===== config.mk =====
export PLATFORM = sky130hd
export DESIGN_NAME = exec_stage
export DESIGN_NICKNAME = d
export VERILOG_FILES = /design/src/rtl/exec_pkg.sv /design/src/rtl/fwd_unit.sv /design/src/rtl/exec_stage.sv
export SDC_FILE = /design/constraint.sdc
export NUM_CORES = 1
export LEC_CHECK = 0
export CORE_AREA = 2 2 146 148
export CTS_CLUSTER_DIAMETER = 60
export DETAILED_ROUTE_END_ITERATION = 12
export DIE_AREA = 0 0 148 150
export GPL_TIMING_DRIVEN = 0
export PLACE_DENSITY = 0.74
export SETUP_SLACK_MARGIN = 0.1
export SLEW_MARGIN = 20
export SYNTH_ARGS = -nofsm -noshare
export SYNTH_HDL_FRONTEND = slang
export SYNTH_HIERARCHICAL = 1
export SYNTH_SLANG_ARGS = --single-unit

===== constraint.sdc =====
create_clock -name clk -period 31.2 [get_ports clk]
set_input_delay 9.36 -clock clk [delete_from_list [all_inputs] [get_ports clk]]
set_output_delay 9.36 -clock clk [all_outputs]
set_load 0.005 [all_outputs]

===== src/rtl/exec_pkg.sv =====
// Shared types and default widths for the execute stage.
package exec_pkg;

  localparam int unsigned DATA_W_DEF = 24;
  localparam int unsigned REG_AW_DEF = 4;
  localparam int unsigned CNT_W_DEF  = 16;

  typedef enum logic [1:0] {
    ALU_ADD = 2'b00,
    ALU_SUB = 2'b01,
    ALU_AND = 2'b10,
    ALU_OR  = 2'b11
  } alu_ctrl_e;

  typedef enum logic [1:0] {
    COND_AL = 2'b00,
    COND_EQ = 2'b01,
    COND_NE = 2'b10,
    COND_NV = 2'b11
  } cond_e;

  typedef struct packed {
    logic      regWrite;
    logic      memWrite;
    logic      memToReg;
    logic      pcSrc;
    logic      flagUpdate;
    logic      aluSrc;
    alu_ctrl_e aluCtrl;
    cond_e     cond;
  } exec_ctrl_t;

endpackage


===== src/rtl/fwd_unit.sv =====
// Operand forwarding mux: memory stage beats writeback beats register file.
module fwd_unit
  import exec_pkg::*;
#(
  parameter int unsigned DATA_W = DATA_W_DEF,
  parameter int unsigned REG_AW = REG_AW_DEF
) (
  input  logic [REG_AW-1:0] ra,
  input  logic [DATA_W-1:0] rd,
  input  logic              reg_write_m,
  input  logic [REG_AW-1:0] wa3_m,
  input  logic [DATA_W-1:0] alu_res_m,
  input  logic              reg_write_w,
  input  logic [REG_AW-1:0] wa3_w,
  input  logic [DATA_W-1:0] result_w,
  output logic [DATA_W-1:0] src_c
);

  // Youngest producer wins; register 0 is an ordinary register here.
  always_comb begin
    src_c = rd;
    if (reg_write_w && (wa3_w == ra)) src_c = result_w;
    if (reg_write_m && (wa3_m == ra)) src_c = alu_res_m;
  end

endmodule


===== src/rtl/exec_stage.sv =====
// Execute stage: E pipeline register, forwarding, ALU, condition gating,
// Z flag, load-use hazard detection and retire counter.
module exec_stage
  import exec_pkg::*;
#(
  parameter int unsigned DATA_W = DATA_W_DEF,
  parameter int unsigned REG_AW = REG_AW_DEF,
  parameter int unsigned CNT_W  = CNT_W_DEF
) (
  input  logic              clk,
  input  logic              rst,
  input  logic              validD,
  input  exec_ctrl_t        ctrlD,
  input  logic [DATA_W-1:0] rd1D,
  input  logic [DATA_W-1:0] rd2D,
  input  logic [REG_AW-1:0] ra1D,
  input  logic [REG_AW-1:0] ra2D,
  input  logic [REG_AW-1:0] wa3D,
  input  logic [DATA_W-1:0] immD,
  input  logic              stallE,
  input  logic              flushE,
  input  logic              regWriteM,
  input  logic [REG_AW-1:0] wa3M,
  input  logic [DATA_W-1:0] aluResM,
  input  logic              regWriteW,
  input  logic [REG_AW-1:0] wa3W,
  input  logic [DATA_W-1:0] resultW,
  output logic              validE,
  output logic [DATA_W-1:0] aluResE,
  output logic [DATA_W-1:0] writeDataE,
  output logic [REG_AW-1:0] wa3E,
  output logic              regWriteE,
  output logic              memWriteE,
  output logic              memToRegE,
  output logic              pcSrcE,
  output logic              zeroFlag,
  output logic              stallD,
  output logic [CNT_W-1:0]  retireCnt
);

  logic              valid_q, valid_d;
  exec_ctrl_t        ctrl_q, ctrl_d;
  logic [DATA_W-1:0] rd1_q, rd1_d;
  logic [DATA_W-1:0] rd2_q, rd2_d;
  logic [DATA_W-1:0] imm_q, imm_d;
  logic [REG_AW-1:0] ra1_q, ra1_d;
  logic [REG_AW-1:0] ra2_q, ra2_d;
  logic [REG_AW-1:0] wa3_q, wa3_d;
  logic              zero_q, zero_d;
  logic [CNT_W-1:0]  cnt_q, cnt_d;

  logic [DATA_W-1:0] src_a_c, fwd_b_c, src_b_c, alu_res_c;
  logic              cond_pass_c, fire_c, hazard_c;

  fwd_unit #(.DATA_W(DATA_W), .REG_AW(REG_AW)) u_fwd_a (
    .ra          (ra1_q),
    .rd          (rd1_q),
    .reg_write_m (regWriteM),
    .wa3_m       (wa3M),
    .alu_res_m   (aluResM),
    .reg_write_w (regWriteW),
    .wa3_w       (wa3W),
    .result_w    (resultW),
    .src_c       (src_a_c)
  );

  fwd_unit #(.DATA_W(DATA_W), .REG_AW(REG_AW)) u_fwd_b (
    .ra          (ra2_q),
    .rd          (rd2_q),
    .reg_write_m (regWriteM),
    .wa3_m       (wa3M),
    .alu_res_m   (aluResM),
    .reg_write_w (regWriteW),
    .wa3_w       (wa3W),
    .result_w    (resultW),
    .src_c       (fwd_b_c)
  );

  // Load-use hazard: a load in E feeding a register the D instruction reads.
  always_comb begin
    hazard_c = 1'b0;
    if (validD && valid_q && ctrl_q.memToReg && ctrl_q.regWrite) begin
      hazard_c = (wa3_q == ra1D) || ((wa3_q == ra2D) && !ctrlD.aluSrc);
    end
  end

  // ALU with wrap-around arithmetic.
  always_comb begin
    src_b_c = ctrl_q.aluSrc ? imm_q : fwd_b_c;
    case (ctrl_q.aluCtrl)
      ALU_ADD: alu_res_c = src_a_c + src_b_c;
      ALU_SUB: alu_res_c = src_a_c - src_b_c;
      ALU_AND: alu_res_c = src_a_c & src_b_c;
      ALU_OR:  alu_res_c = src_a_c | src_b_c;
      default: alu_res_c = '0;
    endcase
  end

  // Condition check against the architectural flag as it stands now.
  always_comb begin
    case (ctrl_q.cond)
      COND_AL: cond_pass_c = 1'b1;
      COND_EQ: cond_pass_c = zero_q;
      COND_NE: cond_pass_c = !zero_q;
      default: cond_pass_c = 1'b0;
    endcase
    fire_c = valid_q && cond_pass_c;
  end

  // Next state: stall holds everything, otherwise retire, update flag and load/bubble.
  always_comb begin
    valid_d = valid_q;
    ctrl_d  = ctrl_q;
    rd1_d   = rd1_q;
    rd2_d   = rd2_q;
    imm_d   = imm_q;
    ra1_d   = ra1_q;
    ra2_d   = ra2_q;
    wa3_d   = wa3_q;
    zero_d  = zero_q;
    cnt_d   = cnt_q;
    if (!stallE) begin
      if (fire_c) begin
        cnt_d = cnt_q + CNT_W'(1);
        if (ctrl_q.flagUpdate) zero_d = (alu_res_c == '0);
      end
      rd1_d = rd1D;
      rd2_d = rd2D;
      imm_d = immD;
      ra1_d = ra1D;
      ra2_d = ra2D;
      wa3_d = wa3D;
      if (flushE || hazard_c) begin
        valid_d = 1'b0;
        ctrl_d  = '0;
      end else begin
        valid_d = validD;
        ctrl_d  = ctrlD;
      end
    end
  end

  // State registers.
  always_ff @(posedge clk or posedge rst) begin
    if (rst) begin
      valid_q <= 1'b0;
      ctrl_q  <= '0;
      rd1_q   <= '0;
      rd2_q   <= '0;
      imm_q   <= '0;
      ra1_q   <= '0;
      ra2_q   <= '0;
      wa3_q   <= '0;
      zero_q  <= 1'b0;
      cnt_q   <= '0;
    end else begin
      valid_q <= valid_d;
      ctrl_q  <= ctrl_d;
      rd1_q   <= rd1_d;
      rd2_q   <= rd2_d;
      imm_q   <= imm_d;
      ra1_q   <= ra1_d;
      ra2_q   <= ra2_d;
      wa3_q   <= wa3_d;
      zero_q  <= zero_d;
      cnt_q   <= cnt_d;
    end
  end

  assign validE     = valid_q;
  assign aluResE    = alu_res_c;
  assign writeDataE = fwd_b_c;
  assign wa3E       = wa3_q;
  assign regWriteE  = ctrl_q.regWrite & fire_c;
  assign memWriteE  = ctrl_q.memWrite & fire_c;
  assign memToRegE  = ctrl_q.memToReg & fire_c;
  assign pcSrcE     = ctrl_q.pcSrc & fire_c;
  assign zeroFlag   = zero_q;
  assign stallD     = hazard_c;
  assign retireCnt  = cnt_q;

endmodule

# Word level (Yosys, flattened, before mapping)
# Cells that the tools add are included.
# Widths: inputs -> output; s select.
# word_totals
register_bits	112
word_cells	66
output_inout_bits	75
in_bits	157
# classes
addsub	3
n_reduce_logical	18
n_bitwise	7
n_mux	10
eq_ne	11
# ops
op	n
$mux 24	5
$pmux 24 s4	1
$add 24x24->24	1
$and 24x24->24	1
$eq 4x4->1	6
$logic_not 24->1	1
$or 24x24->24	1
$sub 24x24->24	1
$add 16x1->16 const B	1
$mux 10	1
$logic_and 1x1->1	9
$eq 2x2->1 const B	3
$and 1x1->1	4
$eq 2x1->1 const B	2
$logic_not 2->1	2
$pmux 1 s3	1
$reduce_and 3->1	1
$logic_not 1->1	2
$logic_or 1x1->1	2
$mux 1	2
$reduce_and 2->1	1
$not 1->1	1

# Longest topological paths before layout
# logic_depth
word_depth	8
ltp_mapped	25
depth_no_buf	24

# Hierarchy
# The synthesis kept the hierarchy.
# modules_own_cells
mod	area_per_inst_um2	cells_each	instances	seq_area_each_um2
exec_stage	7138.1	689	1	2802.7
fwd_unit	1008.5	135	2	0.0

# Worst setup path before layout
# Ideal clock, no wire load.
# synth_path
path_type	input to output
from	in wa3W[3]
to	out aluResE[23]
stages	22
arrival_ps	14178
t_required_ps	21840
setup_slack_ps	7662
path_buffers	2
cell_sequence	nor2b_1 > or3_4 > buf_6 > buf_6 > o31ai_2 > a31oi_1 > mux2_2 > nor3_1 > nand4b_1 > or2_2 > o21ai_0 > xor2_1 > ha_1 > a21o_1 > a31o_2 > a31o_2 > a21oi_1 > a21oi_1 > o211a_1 > or4_1 > and4_4 > nand2_1
# synth_between
elab_chain_len	7
word_cells_on_any_way	14
classes_between	add/sub (2); eq/ne (2); mux (6); bitwise (2); reduce/logical (2)
# synth_rtl
item	line_no	source
from (decl)	exec_stage.sv:26	input logic [REG_AW-1:0] wa3W,
$eq 4x4->1 (*)	fwd_unit.sv:22	if (reg_write_w && (wa3_w == ra)) src_c = result_w;
$logic_and 1x1->1 (*)	fwd_unit.sv:22	
$mux 24 (*)	fwd_unit.sv:22	
$mux 24 (*)	fwd_unit.sv:23	if (reg_write_m && (wa3_m == ra)) src_c = alu_res_m;
via writeDataE[7]	exec_stage.sv:30	output logic [DATA_W-1:0] writeDataE,
$mux 24 (*)	exec_stage.sv:89	src_b_c = ctrl_q.aluSrc ? imm_q : fwd_b_c;
$sub 24x24->24 / $add 24x24->24 (equally long branches)	exec_stage.sv:92, exec_stage.sv:91	
$pmux 24 s4 (*)	exec_stage.sv:90	case (ctrl_q.aluCtrl)
to (decl)	exec_stage.sv:29	output logic [DATA_W-1:0] aluResE,
# Mark *: on every way through the listed nets, which the timed path passes. The rest lies on a longest branch.

# Final worst setup path
# layout_path
from	in wa3W[0]
to	out aluResE[21]
# layout_between
elab_chain_len	7
word_cells_on_any_way	14
classes_between	add/sub (2); eq/ne (2); mux (6); bitwise (2); reduce/logical (2)
# layout_rtl
item	line_no	source
$eq 4x4->1	fwd_unit.sv:22	
$logic_and 1x1->1	fwd_unit.sv:22	
$mux 24	fwd_unit.sv:22	
$mux 24	fwd_unit.sv:23	
$mux 24	exec_stage.sv:89	
$sub 24x24->24, or another cell as far along	exec_stage.sv:92	ALU_SUB: alu_res_c = src_a_c - src_b_c;
$pmux 24 s4 (*)	exec_stage.sv:90	
# Every way passes the cells marked *; elsewhere a longest branch is shown, timed or not.

==> impl_metrics.csv <==
group,metric,value,unit
final_layout,final_net_count,1386,
placement,dp_hpwl,25300,µm
logic_synthesis,yosysWarnings,6,
floorplanning,start_util,44.2,%
grt,track_usage,28.2,%
floorplanning,fp-row-count,53,
final_layout,multi_input_area,5900,µm²
clock_tree,numCtsBuffers,9,
pwr,peakVddDrop,0.0000295,V
sta,rsz0062_at_grt,"no",
logic_synthesis,synth_nets,1144,
sta,worst_slew_pin_slew,0.968,ns
logic_synthesis,yosys_register_bits,112,
final_layout,stdcell_area,12100,µm²
sta,fin_crit,25.58,ns
critical_path,crit_fanout,7,
final_layout,register_area,2800,µm²
floorplanning,dieArea,22200,µm²
sta,clock.fmax,39.1,MHz
placement,gp_congestion,0.994,
drt,routedWlPerCell,21.4,µm
floorplanning,fp.dieW,148,µm
clock_tree,cts_tree,"done",
placement,post-place-ws,5.79,ns
drt,drt_iter0_markers,684,
clock_tree,root_buffer,"clkbuf_16",
final_layout,layout_commonest_cell,"clkdlybuf4s50_1",
clock_tree,cts_max_level,3,
sta,slew_headroom,33.8,%
grt,grt_pass1_wl,48600,µm
logic_synthesis,synth_area,9160,µm²
hold_path,min_path_type,"register to register",
sta,skew,0.00822,ns
drt,drc,0,
sta,setup_ws,5.62,ns
sta,fin_setup_tns,0,ns
logic_synthesis,syn-instance-count,959,
critical_path,start_kind,"primary input",
drt,dr_total_vias,9064,
critical_path,required,21.84,ns
sta,post-route-period-util,82.0,%
sta,setup_viol,0,
grt,antenna_found_initial,0,
final_layout,antenna_cells,0,
critical_path,cp_top_family,"compound AO/OA/AOI/OAI gates",
critical_path,path_class,"primary input to output pin",
floorplanning,core_area,20700,µm²
pwr,p_leak,4.61,nW
drt,dr.pass1.iters,5,
critical_path,timing.critical_path.slowest_stage_cell,"a2111oi_0",
grt,grt-ovfl-total,0,
clock_tree,clkLatencyLatePin,0.36,ns
critical_path,end_kind,"output pin",
final_layout,mostFrequentLayoutCells,"clkdlybuf4s50_1 (230), dfrtp_1 (112), mux2_2 (102), nor3_1 (62), nand4_1 (57)",
critical_path,crit_buf_inv,3,
critical_path,worstPathArrival,16.22,ns
drt,wl,31700,µm
clock_tree,cts_max_path_buffers,2,
critical_path,cpPeakStageDelay,0.83,ns
final_layout,layout-drive-gt1-share,17.5,%
logic_synthesis,synth-main-ff-cell,"dfrtp_1",
sta,slew_viol_final,0,
logic_synthesis,synth.distinct_cells,70,
drt,avgViaCountPerCell,6.12,
outcome,status,"complete, no violations",
clock_tree,path_clk_slew,0.08,ns
clock_tree,cts_resized,0,
placement,placed_cell_area,11800,µm²
logic_synthesis,async_reset_ff_share,100,%
clock_tree,cts-hold-fix-buffers,0,
floorplanning,fp.dieH,150,µm
grt,grt_max_degree,76,
placement,io_buffers,230,
final_layout,syn2layout_area_growth,32.5,%
clock_tree,cts_sinks,112,
floorplanning,ios,232,
grt,grt_pass1_vias,8749,
pwr,power.density,52.5,nW/µm²
run,max-cap-violations,0,
clock_tree,cts_setup_buffers,0,
final_layout,fillers,1808,
logic_synthesis,avgSynthCellArea,9.55,µm²
drt,ant_nets,0,
logic_synthesis,synth_edf_count,0,
logic_synthesis,yosysSeqAreaShare,30.6,%
sta,hold_violations,0,
-- synthesized netlist by cell type (8+ instances only) --
cell / instances / area, µm²
xor2_1: 25 / 219
a21oi_1: 35 / 175
a31oi_1: 50 / 313
and3_1: 8 / 50.1
o31ai_2: 39 / 488
mux2_2: 102 / 1150
a21o_1: 11 / 82.6
clkbuf_1: 45 / 169
inv_1: 22 / 82.6
maj3_1: 16 / 160
buf_6: 12 / 135
xnor2_1: 42 / 368
dfrtp_1: 112 / 2800
o21ai_0: 30 / 150
nand3_1: 12 / 60.1
mux2i_1: 13 / 130
a22o_1: 11 / 96.3
ha_1: 27 / 338
nand2_1: 48 / 180
o31ai_1: 12 / 90.1
nor3_1: 62 / 310
nand2b_1: 9 / 56.3
buf_2: 10 / 50.1
nand4_1: 57 / 357
or3_1: 8 / 50.1
nor2_1: 38 / 143
-- path summary, 6_finish.rpt --
kind	to	depth (start not counted)	slack, ns	from
max	aluResE[21]	25	5.62	wa3W[0]
min	retireCnt[15]$_DFFE_PP0P_	1	0.49	retireCnt[15]$_DFFE_PP0P_
max reg2reg	zeroFlag$_DFFE_PP0P_	24	24.43	ctrl_q[4]$_DFFE_PP0N_
min reg2reg	retireCnt[15]$_DFFE_PP0P_	1	0.49	retireCnt[15]$_DFFE_PP0P_
max in group asynchronous	ctrl_q[4]$_DFFE_PP0N_	3	21.13	rst
min in group asynchronous	rd2_q[7]$_DFFE_PP0N_	2	9.37	rst
-- worst reg2reg max path, delay by kind of cell (launching register included) --
kind | cells | cell delay [ns]
AOI/OAI and AO/OA | 8 | 1.89
xor gates and xnor gates | 1 | 0.18
adders and majority gates | 2 | 0.64
buffers and inverters | 4 | 1.27
DFF | 1 | 0.39
muxes | 1 | 0.40
and+or+nand+nor | 8 | 1.89
-- per-layer routing --
metal  share of wire [%]  global-route usage (%)
met4                 3.9                    10.9
met2                  46                    46.2
met3                 8.9                    5.46
met1                  41                    37.0
met5                   0                       0
-- layout make-up --
type | count | area share (%)
multi-input cells | 754 | 48.6
flip-flops and latches | 112 | 23.1
repair buffers | 231 | 19.2
plain buffers | 70 | 3.04
well taps | 275 | 2.84
clock buffers | 9 | 1.86
inverters | 23 | 0.753
clock inverters | 7 | 0.608
-- through the flow --
stage               util, %  total power, mW  cells  hold WS (ns)
floorplan                 -            0.377    959         0.468
global placement       57.0            0.511   1464         0.481
detailed placement     57.2            0.516   1465         0.476
CTS                    58.6            0.633   1481         0.498
global route           58.6            0.675   1481         0.504
finish                 58.6            0.637   1481         0.494
-- power breakdown --
part | total (mW) | switching (mW) | leakage (nW) | internal (mW)
Combinational | 0.347 | 0.178 | 3.12 | 0.168
Clock | 0.117 | 0.0603 | 0.144 | 0.0567
Sequential | 0.173 | 0.0134 | 1.35 | 0.160
-- cells by family (layout without fill, tap and decap cells) --
family | after synthesis | after routing | share of synthesized area, %
AOI/OAI and AO/OA | 237 | 237 | 20.4
xor gates and xnor gates | 69 | 69 | 6.77
adders and majority gates | 44 | 44 | 5.66
buffers and inverters | 93 | 340 | 4.97
DFF | 112 | 112 | 30.6
muxes | 116 | 116 | 14.1
and+or+nand+nor | 288 | 288 | 17.4
-- flip-flops by register name, indices dropped and copies added, names as in the netlist --
register   count
ra1_q          4
ra2_q          4
retireCnt     16
imm_q         24
zeroFlag       1
validE         1
rd1_q         24
ctrl_q        10
rd2_q         24
wa3E           4
(Power assumes the default switching activity.)
